### src/rtl/seven_seg_scan_decoder_pkg.sv
// Shared constants for the 7-segment scan decoder: segment bus width,
// glyph patterns {a,b,c,d,e,f,g} (active high) and FSM state encoding.
package seven_seg_pkg;

  localparam int SEG_W = 7;

  localparam logic [SEG_W-1:0] GLYPH_0 = 7'h7E;
  localparam logic [SEG_W-1:0] GLYPH_1 = 7'h30;
  localparam logic [SEG_W-1:0] GLYPH_2 = 7'h6D;
  localparam logic [SEG_W-1:0] GLYPH_3 = 7'h79;
  localparam logic [SEG_W-1:0] GLYPH_4 = 7'h33;
  localparam logic [SEG_W-1:0] GLYPH_5 = 7'h5B;
  localparam logic [SEG_W-1:0] GLYPH_6 = 7'h5F;
  localparam logic [SEG_W-1:0] GLYPH_7 = 7'h70;
  localparam logic [SEG_W-1:0] GLYPH_8 = 7'h7F;
  localparam logic [SEG_W-1:0] GLYPH_9 = 7'h7B;
  localparam logic [SEG_W-1:0] GLYPH_A = 7'h77;
  localparam logic [SEG_W-1:0] GLYPH_B = 7'h1F;
  localparam logic [SEG_W-1:0] GLYPH_C = 7'h4E;
  localparam logic [SEG_W-1:0] GLYPH_D = 7'h3D;
  localparam logic [SEG_W-1:0] GLYPH_E = 7'h4F;
  localparam logic [SEG_W-1:0] GLYPH_F = 7'h47;

  typedef enum logic [1:0] {IDLE, SETTLE, HOLD} state_t;

endpackage

### src/rtl/seven_seg_scan_decoder_if.sv
// Frame hand-off port of the scan decoder.
//  dig_out   : decoded nibbles, digit k at [4k+3:4k]
//  bad_out   : per-digit non-glyph flag
//  out_valid : frame present, out_ready : consumer accepts
//  overrun   : 1-cycle pulse when a completed frame was dropped
// master = decoder side, slave = consumer side.
interface seven_seg_scan_decoder_if #(parameter int NDIG = 4) ();
  logic [4*NDIG-1:0] dig_out;
  logic [NDIG-1:0]   bad_out;
  logic              out_valid;
  logic              out_ready;
  logic              overrun;

  modport master (output dig_out, bad_out, out_valid, overrun, input out_ready);
  modport slave  (input dig_out, bad_out, out_valid, overrun, output out_ready);
endinterface

### src/rtl/seven_seg_scan_decoder_glyph.sv
// Combinational 7-segment pattern -> nibble decoder.
//  seg : {a..g} active high
//  nib : recovered hex digit (0 when not a glyph)
//  bad : 1 when seg matches none of the 16 glyphs
module seg_glyph_decode
  import seven_seg_pkg::*;
(
  input  logic [SEG_W-1:0] seg,
  output logic [3:0]       nib,
  output logic             bad
);
  always_comb begin
    bad = 1'b0;
    nib = 4'h0;
    case (seg)
      GLYPH_0: nib = 4'h0;
      GLYPH_1: nib = 4'h1;
      GLYPH_2: nib = 4'h2;
      GLYPH_3: nib = 4'h3;
      GLYPH_4: nib = 4'h4;
      GLYPH_5: nib = 4'h5;
      GLYPH_6: nib = 4'h6;
      GLYPH_7: nib = 4'h7;
      GLYPH_8: nib = 4'h8;
      GLYPH_9: nib = 4'h9;
      GLYPH_A: nib = 4'hA;
      GLYPH_B: nib = 4'hB;
      GLYPH_C: nib = 4'hC;
      GLYPH_D: nib = 4'hD;
      GLYPH_E: nib = 4'hE;
      GLYPH_F: nib = 4'hF;
      default: bad = 1'b1;
    endcase
  end
endmodule

### src/rtl/seven_seg_scan_decoder.sv
// Snoops a multiplexed 7-segment bus and recovers one nibble per digit.
//  clk, rst_n : clock, async active-low reset
//  seg_in     : segment lines {a..g}, async
//  an_n       : digit selects, active low, one-hot-low, async
//  out_if     : frame hand-off (dig_out/bad_out/out_valid/out_ready/overrun)
// A digit is accepted after STABLE_CNT identical samples; a frame is
// handed off once every digit has been accepted since the last frame.
module seven_seg_scan_decoder
  import seven_seg_pkg::*;
#(
  parameter int NDIG       = 4,
  parameter int STABLE_CNT = 4
) (
  input  logic                   clk,
  input  logic                   rst_n,
  input  logic [SEG_W-1:0]       seg_in,
  input  logic [NDIG-1:0]        an_n,
  seven_seg_scan_decoder_if.master out_if
);
  localparam int IDX_W = (NDIG > 1) ? $clog2(NDIG) : 1;
  localparam int CNT_W = $clog2(STABLE_CNT + 1);

  logic [SEG_W-1:0] seg_s1, seg_s;
  logic [NDIG-1:0]  an_s1, an_s;

  state_t           state;
  logic [CNT_W-1:0] cnt;
  logic [IDX_W-1:0] cur_idx, idx;
  logic [SEG_W-1:0] cur_pat;

  logic [NDIG-1:0]       sel, seen;
  logic                  legal, same, restart, acc, full;
  logic [3:0]            dec_nib;
  logic                  dec_bad;
  logic [NDIG-1:0][3:0]  slot_nib;
  logic [NDIG-1:0]       slot_bad;

  // 2-flop synchronizer; anodes idle high (blank)
  always_ff @(posedge clk or negedge rst_n) begin
    if (!rst_n) begin
      seg_s1 <= '0;
      seg_s  <= '0;
      an_s1  <= '1;
      an_s   <= '1;
    end else begin
      seg_s1 <= seg_in;
      seg_s  <= seg_s1;
      an_s1  <= an_n;
      an_s   <= an_s1;
    end
  end

  assign sel   = ~an_s;
  assign legal = $onehot(sel);

  always_comb begin
    idx = '0;
    for (int i = 0; i < NDIG; i++)
      if (sel[i]) idx = IDX_W'(i);
  end

  seg_glyph_decode u_dec (.seg(seg_s), .nib(dec_nib), .bad(dec_bad));

  // restart: begin settling on a fresh (index, pattern); in HOLD only an
  // index change counts, so pattern flicker within a digit slot is ignored
  assign same    = (idx == cur_idx) && (seg_s == cur_pat);
  assign restart = legal && ((state == IDLE) ||
                             (state == SETTLE && !same) ||
                             (state == HOLD && idx != cur_idx));
  assign acc     = legal && ((restart && STABLE_CNT == 1) ||
                             (state == SETTLE && same &&
                              cnt == CNT_W'(STABLE_CNT - 1)));

  always_ff @(posedge clk or negedge rst_n) begin
    if (!rst_n) begin
      state   <= IDLE;
      cnt     <= '0;
      cur_idx <= '0;
      cur_pat <= '0;
    end else if (!legal) begin
      state <= IDLE;
      cnt   <= '0;
    end else if (restart) begin
      cur_idx <= idx;
      cur_pat <= seg_s;
      cnt     <= CNT_W'(1);
      state   <= (STABLE_CNT == 1) ? HOLD : SETTLE;
    end else if (state == SETTLE) begin
      if (acc) state <= HOLD;
      else     cnt   <= cnt + CNT_W'(1);
    end
  end

  // frame assembly; a completed frame clears seen while a same-cycle
  // accept already starts the next frame
  assign full = &seen;

  always_ff @(posedge clk or negedge rst_n) begin
    if (!rst_n) begin
      seen     <= '0;
      slot_nib <= '0;
      slot_bad <= '0;
    end else begin
      seen <= (full ? '0 : seen) | (acc ? sel : '0);
      if (acc) begin
        slot_nib[idx] <= dec_nib;
        slot_bad[idx] <= dec_bad;
      end
    end
  end

  always_ff @(posedge clk or negedge rst_n) begin
    if (!rst_n) begin
      out_if.dig_out   <= '0;
      out_if.bad_out   <= '0;
      out_if.out_valid <= 1'b0;
      out_if.overrun   <= 1'b0;
    end else begin
      out_if.overrun <= 1'b0;
      if (full && (!out_if.out_valid || out_if.out_ready)) begin
        out_if.dig_out   <= slot_nib;
        out_if.bad_out   <= slot_bad;
        out_if.out_valid <= 1'b1;
      end else begin
        if (full) out_if.overrun <= 1'b1;
        if (out_if.out_valid && out_if.out_ready) out_if.out_valid <= 1'b0;
      end
    end
  end
endmodule

### src/flat_wrapper.sv
// flat-port wrapper written by rule: the top's interface ports become plain ports
module seven_seg_scan_decoder_flat import seven_seg_pkg::*;
#(
  parameter int NDIG       = 4,
  parameter int STABLE_CNT = 4
)
  (clk, rst_n, seg_in, an_n, out_if_dig_out, out_if_bad_out, out_if_out_valid, out_if_overrun, out_if_out_ready);
  seven_seg_scan_decoder_if #(.NDIG(NDIG)) out_if_i ();
  input  logic clk;
  input  logic rst_n;
  input  logic [SEG_W-1:0] seg_in;
  input  logic [NDIG-1:0] an_n;
  output wire logic [$bits(out_if_i.dig_out)-1:0] out_if_dig_out;
  output wire logic [$bits(out_if_i.bad_out)-1:0] out_if_bad_out;
  output wire logic [$bits(out_if_i.out_valid)-1:0] out_if_out_valid;
  output wire logic [$bits(out_if_i.overrun)-1:0] out_if_overrun;
  input wire logic [$bits(out_if_i.out_ready)-1:0] out_if_out_ready;
  assign out_if_dig_out = out_if_i.dig_out;
  assign out_if_bad_out = out_if_i.bad_out;
  assign out_if_out_valid = out_if_i.out_valid;
  assign out_if_overrun = out_if_i.overrun;
  assign out_if_i.out_ready = out_if_out_ready;
  seven_seg_scan_decoder #(.NDIG(NDIG), .STABLE_CNT(STABLE_CNT)) u_core (.clk(clk), .rst_n(rst_n), .seg_in(seg_in), .an_n(an_n), .out_if(out_if_i));
endmodule
### config.mk
export PLATFORM = sky130hd
export DESIGN_NAME = seven_seg_scan_decoder_flat
export DESIGN_NICKNAME = d
export VERILOG_FILES = /design/src/rtl/seven_seg_scan_decoder_pkg.sv /design/src/rtl/seven_seg_scan_decoder_if.sv /design/src/rtl/seven_seg_scan_decoder_glyph.sv /design/src/rtl/seven_seg_scan_decoder.sv /design/src/flat_wrapper.sv
export SDC_FILE = /design/constraint.sdc
export NUM_CORES = 1
export LEC_CHECK = 0
export CAP_MARGIN = 40
export CELL_PAD_IN_SITES_DETAIL_PLACEMENT = 1
export CELL_PAD_IN_SITES_GLOBAL_PLACEMENT = 1
export CORE_ASPECT_RATIO = 1.5
export CORE_MARGIN = 2
export CORE_UTILIZATION = 55
export CTS_CLUSTER_DIAMETER = 30
export DETAILED_ROUTE_END_ITERATION = 7
export DONT_BUFFER_PORTS = 1
export GPL_TIMING_DRIVEN = 0
export PLACE_DENSITY = 0.86
export SLEW_MARGIN = 25
export SYNTH_ARGS = -nofsm -noshare
export SYNTH_HDL_FRONTEND = slang
export SYNTH_SLANG_ARGS = --single-unit
### constraint.sdc
create_clock -name clk -period 4.95 [get_ports clk]
set_input_delay 1.2375 -clock clk [delete_from_list [all_inputs] [get_ports clk]]
set_output_delay 1.2375 -clock clk [all_outputs]
set_load 0.03 [all_outputs]
After elaboration in Yosys (flattened, before gate mapping)
Cells that the tools add are included.
{"block": "op_classes", "order_cmp": 2, "shift": 0, "div": 0, "reduce_logical": 22, "eq_ne": 26, "bitwise": 2, "mul": 0, "muxes": 25, "add_sub_neg": 4}
{"op": "== test 7 bit, second input constant", "count": 12}
{"op": "one-hot mux 4 bit (15 select lines)", "count": 1}
{"op": "== test 7 x 6 -> 1 bit, second input constant", "count": 3}
{"op": "bitwise mux 16 bit", "count": 1}
{"op": "OR reduction 16 bit", "count": 1}
{"op": "2-to-1 mux 2 bit", "count": 6}
{"op": "2-to-1 mux 3 bit", "count": 4}
{"op": "2-to-1 mux 4 bit", "count": 3}
{"op": "logical AND 1 bit", "count": 10}
{"op": "inequality test 3 bit, second input constant", "count": 3}
{"op": "demux 4 bit (select 2 bit)", "count": 1}
{"op": "== test 7 x 5 -> 1 bit, second input constant", "count": 1}
{"op": "== test 7 bit", "count": 1}
{"op": "2-to-1 mux 1 bit", "count": 7}
{"op": "AND reduction 2 bit", "count": 3}
{"op": "adder 1 x 1 -> 2 bit", "count": 2}
{"op": "bitwise mux 4 bit", "count": 1}
{"op": "inverter 4 bit", "count": 1}
{"op": "bitwise OR 4 bit", "count": 1}
{"op": "AND reduction 4 bit", "count": 1}
{"op": "adder 3 x 1 -> 3 bit, second input constant", "count": 1}
{"op": "adder 3 bit", "count": 1}
{"op": "== test 3 x 1 -> 1 bit, second input constant", "count": 1}
{"op": "== test 3 x 2 -> 1 bit, second input constant", "count": 1}
{"op": "other kinds (11)", "count": 14}
{"block": "word_totals", "memories": 0, "latch_bits": 0, "inputBits": 14, "ram_bits": 0, "regBits": 82, "rom_bits": 0}

Longest topological paths before layout
{"block": "depth", "word_depth": 13, "depth_mapped": 11}

Modules after synthesis
Synthesis repeated with hierarchy kept, for this count alone.
{"block": "unflattened", "cells_unflattened": 269, "hier_area_um2": 3580.9}
{"module": "seven_seg_scan_decoder", "seq_area_each_um2": 2062.0, "n_inst": 1, "area_per_inst_um2": 3211.8, "cells_per_inst": 212}
{"module": "seg_glyph_decode", "seq_area_each_um2": 0.0, "n_inst": 1, "area_per_inst_um2": 369.1, "cells_per_inst": 57}

Worst setup path after synthesis
No wires, ideal clock.
{"block": "synth_path", "path_type": "register to register", "startpoint": "register u_core.an_s[3]", "endpoint": "register u_core.slot_bad[1]", "setup_time_ns": 0.125, "arrival_ns": 2.572, "path_slack_ns": 2.253, "path_stages_with_launch": 11, "path_cell_list": "dfstp_2 > inv_1 > ha_1 > ha_1 > fa_1 > nor2_1 > and2_1 > nand3_1 > nor2_4 > nand3_1 > mux2_2"}
{"block": "synth_between", "elab_chain_len": 7, "word_cells_on_any_way": 16, "classes_between": "add/sub (2); order compare (2); eq/ne (2); mux (4); bitwise (1); reduce/logical (5)"}
{"element": "start: declaration", "line_no": "seven_seg_scan_decoder.sv:24", "text": "logic [NDIG-1:0] an_s1, an_s;"}
{"element": "start signal: assignment", "line_no": "seven_seg_scan_decoder.sv:49", "text": "an_s <= an_s1;"}
{"element": "inverter 4 bit *", "line_no": "seven_seg_scan_decoder.sv:53", "text": "assign sel = ~an_s;"}
{"element": "2-to-1 mux 2 bit", "line_no": "seven_seg_scan_decoder.sv:59", "text": "if (sel[i]) idx = IDX_W'(i);"}
{"element": "less-than comparator 2 x 3 -> 1 bit (implied by the code), or another cell as far along", "line_no": "seven_seg_scan_decoder.sv:107", "text": "slot_bad[idx] <= dec_bad;"}
{"element": "logical AND 1 bit (on tied branches)", "line_no": "seven_seg_scan_decoder.sv:107, seven_seg_scan_decoder.sv:66"}
{"element": "2-to-1 mux 1 bit (implied by the code) / logical AND 1 bit (equally long branches)", "line_no": "seven_seg_scan_decoder.sv:107, seven_seg_scan_decoder.sv:71"}
{"element": "demux 1 bit (select 2 bit) / logical AND 1 bit (equally long branches)"}
{"element": "bitwise mux 4 bit / logical AND 1 bit (equally long branches)", "line_no": "seven_seg_scan_decoder.sv:107, seven_seg_scan_decoder.sv:70"}
{"element": "end signal: assignment", "line_no": "seven_seg_scan_decoder.sv:102", "text": "slot_bad <= '0;"}
{"element": "end signal: indexed assignment", "line_no": "seven_seg_scan_decoder.sv:107"}
{"element": "end: declaration", "line_no": "seven_seg_scan_decoder.sv:36", "text": "logic [NDIG-1:0] slot_bad;"}
Every way passes the cells marked *; elsewhere a longest branch is shown, timed or not.
A chain may end at the register's enable or synchronous reset.

Worst setup path in the final report
{"block": "layout_path", "startpoint": "register u_core.an_s[3]", "endpoint": "register u_core.seen[0]"}
{"block": "layout_between", "elab_chain_len": 9, "word_cells_on_any_way": 12, "classes_between": "add/sub (2); eq/ne (2); mux (2); bitwise (2); reduce/logical (4)"}
{"element": "inverter 4 bit *", "line_no": "seven_seg_scan_decoder.sv:53"}
{"element": "parallel branches: the longest is 5 deep, another holds adder 3 bit"}
{"element": "logical AND 1 bit *", "line_no": "seven_seg_scan_decoder.sv:70", "text": "assign acc = legal && ((restart && STABLE_CNT == 1) ||"}
{"element": "2-to-1 mux 4 bit *", "line_no": "seven_seg_scan_decoder.sv:104", "text": "seen <= (full ? '0 : seen) | (acc ? sel : '0);"}
{"element": "bitwise OR 4 bit *", "line_no": "seven_seg_scan_decoder.sv:104"}
{"element": "end signal: assignment", "line_no": "seven_seg_scan_decoder.sv:104"}
{"element": "end: declaration", "line_no": "seven_seg_scan_decoder.sv:31", "text": "logic [NDIG-1:0] sel, seen;"}
Mark *: on every way between the ends.

==> flow_metrics.tcl <==
set metrics [dict create \
    outcome "finished clean" \
    clock-skew-final_ns 0.00796 \
    synth-async-reset-ratio 1.00 \
    peakVddDrop_uv 250 \
    worstSkewPairLatency_ns 0.35 \
    die_h_um 102 \
    synth_fa_ha_area_frac 0.0306 \
    fin_setup_tns_ns 0 \
    worstPathArrival_ns 3.39 \
    drive_gt1_frac 0.258 \
    final_max_slew_viol_count 0 \
    synthesis.instances 282 \
    worst_ep_required_time_ns 5.16 \
    synth_seq_cells 82 \
    synthDistinctLibCells 46 \
    worst-path-max-fanout 8 \
    grt_pass1_wl_mm 12.7 \
    routed_wl_mm 7.86 \
    synth_enable_flop_cells 0 \
    dp_hpwl_mm 5.54 \
    io_pins 36 \
    final_antenna_net_count 0 \
    met2_wirelength_mm 4.36 \
    yosysTopAreaCell "dfrtp_1" \
    route.met3.wl_um 243 \
    drv_cap 0 \
    io_buffer_count 0 \
    synth-main-ff-cell "dfrtp_1" \
    mostFrequentLayoutCells "dfrtp_1 (74), mux2_2 (48), nand2_1 (23)" \
    cts_resized 0 \
    rsz0062_at_grt "no" \
    synth_top_family_by_area "multiplexers" \
    num_vias 2260 \
    highest_layer "met4" \
    postCtsSetupRepairBufs 0 \
    holdBufCountCts 0 \
    layout.nets 315 \
    dr.pass1.iters 4 \
    dieArea_mm2 0.00706 \
    cts_tree "done" \
    setup_viol 0 \
    htree_levels 3 \
    cts-root-buf "clkbuf_8" \
    yosysWarnings 0 \
    track_usage 0.241 \
    synthesis.area_mm2 0.00351 \
    crit_path_end_kind "flop" \
    finalWorstSetupSlack_ns 1.78 \
    grt-ovfl-total 0 \
    cts_buffers 9 \
    routedWlPerCell_um 21.1 \
    met1Wirelength_mm 2.86 \
    rows 35 \
    p_per_area_mw_per_mm2 399 \
    antenna_cells 0 \
    min_period_ns 3.17 \
    viasPerCell 6.08 \
    synth_top_area_frac 0.527 \
    start_util 0.569 \
    clkSlewWorstSetupHoldPaths_ns 0.08 \
    syn_to_final_growth_pct 9.79 \
    synth.avg_cell_area_um2 12.5 \
    cts_num_sinks 82 \
    power_mw 1.54 \
    startpoint_type "flop" \
    fmax_ghz 0.315 \
    min_path_type "flop to flop" \
    synth-compound-area-share 0.0673 \
    p_leak_nw 1.77 \
    routabilityCongestion 0.829 \
    fin_crit_sh 0.641 \
    antenna_found_initial 0 \
    core_mm2 0.00617 \
    dp_slack_ns 1.81 \
    ys_seq_area_frac 0.587 \
    grt_max_degree 83 \
    die_w_um 69.3 \
    placed_area_mm2 0.00361 \
    yosys.area_share.simple 0.107 \
    synth.area.top_cells "dfrtp_1 (53%), mux2_2 (15%), dfstp_2 (6.0%)" \
    min_path_cells 0 \
    reg2regPathDepth 10 \
    finalHoldViolations 0 \
    final_cell_area_mm2 0.00386 \
    relSlewSlack 0.572 \
    final_common_cell "dfrtp_1" \
    synth_mux_area_frac 0.160 \
    synth_fp_nets 304 \
    synthXorXnorAreaFrac 0.0249 \
    drt_iter0_drc 130 \
    critPathKind "flop to flop" \
    max-clock-path-buffers 2 \
    grt_pass1_vias 2512 \
    post-route-drc-count 0 \
    max_slew.worst_pin.slew_ns 0.643 \
]
## layout make-up
class	instances	area, um^2
multi-input cells	178	1370
inverters	8	30.0
clock inverters	5	110
fillers	605	2320
flip-flops and latches	82	2060
plain buffers	14	52.6
well taps	74	92.6
clock buffers	11	141
## Yosys cell counts, types with 2 or more instances
cell	count
nand2_1	23
inv_1	8
nand2b_1	5
nand3_1	7
ha_1	7
o21ai_0	13
clkbuf_1	11
o211ai_1	3
mux2i_1	2
nor3b_1	4
buf_1	3
xor2_1	2
dfstp_2	8
a21oi_1	8
o22ai_1	2
nor2b_1	2
mux2_2	48
xnor2_1	8
nand4_1	5
nor2_1	14
dfrtp_1	74
## report_power, final
group	switching [mW]	internal, mW
combinational	0.0928	0.0842
sequential	0.0401	0.726
clock	0.244	0.354
## final timing paths
| path | end | slack [ns] | startpoint |
|---|---|---|---|
| worst max register to register | u_core.seen[0] | 1.78 | u_core.an_s[3] |
| worst min-delay path | u_core.seg_s[4] | 0.35 | u_core.seg_s1[4] |
| max in group asynchronous | u_core.an_s1[2] | 4.13 | rst_n |
| worst min register to register | u_core.seg_s[4] | 0.35 | u_core.seg_s1[4] |
| worst max-delay path | u_core.seen[0] | 1.78 | u_core.an_s[3] |
| min in group asynchronous | u_core.seen[1] | 0.57 | rst_n |
## flip-flops by register name, summed over array words and instances, names as in the netlist
signal / count
u_core.seen: 4
u_core.cnt: 3
u_core.out_if.dig_out: 16
u_core.state: 2
u_core.cur_pat: 7
u_core.out_if.overrun: 1
u_core.slot_bad: 4
u_core.out_if.out_valid: 1
u_core.seg_s: 7
u_core.an_s: 4
u_core.cur_idx: 2
u_core.out_if.bad_out: 4
u_core.seg_s1: 7
u_core.slot_nib: 16
u_core.an_s1: 4
## cell families after synthesis
kind of cell             Yosys count
flip-flops                        82
AND/OR/NAND/NOR                   72
multiplexers                      50
AO/OA/AOI/OAI                     38
buffers and inverters             22
XOR/XNOR                          10
adder cells (fa/ha/maj)            8
## worst max-delay path, cell delays in order, from the launching register on
cell	delay, ns
dfstp_2	0.63
inv_1	0.08
ha_1	0.27
ha_1	0.20
fa_1	0.44
nor2_1	0.14
and2_1	0.19
nand3_1	0.15
or2_2	0.32
clkbuf_1	0.20
o21ai_0	0.41
## metrics by stage
stage | instances | util | hold slack [ns]
after floorplan | 282 | - | 0.331
after global placement | 356 | 0.584 | 0.333
after detailed placement | 356 | 0.584 | 0.336
after CTS | 372 | 0.625 | 0.354
after global routing | 372 | 0.625 | 0.351
final | 372 | 0.625 | 0.351
## routing by layer
metal | up-vias | global-route usage
met5 | - | 0
met4 | 0 | 0.157
met3 | 29 | 0.0513
met2 | 63 | 0.439
met1 | 1155 | 0.251
li1 | 1013 | -
No activity file was read; power rests on OpenSTA's default activity.
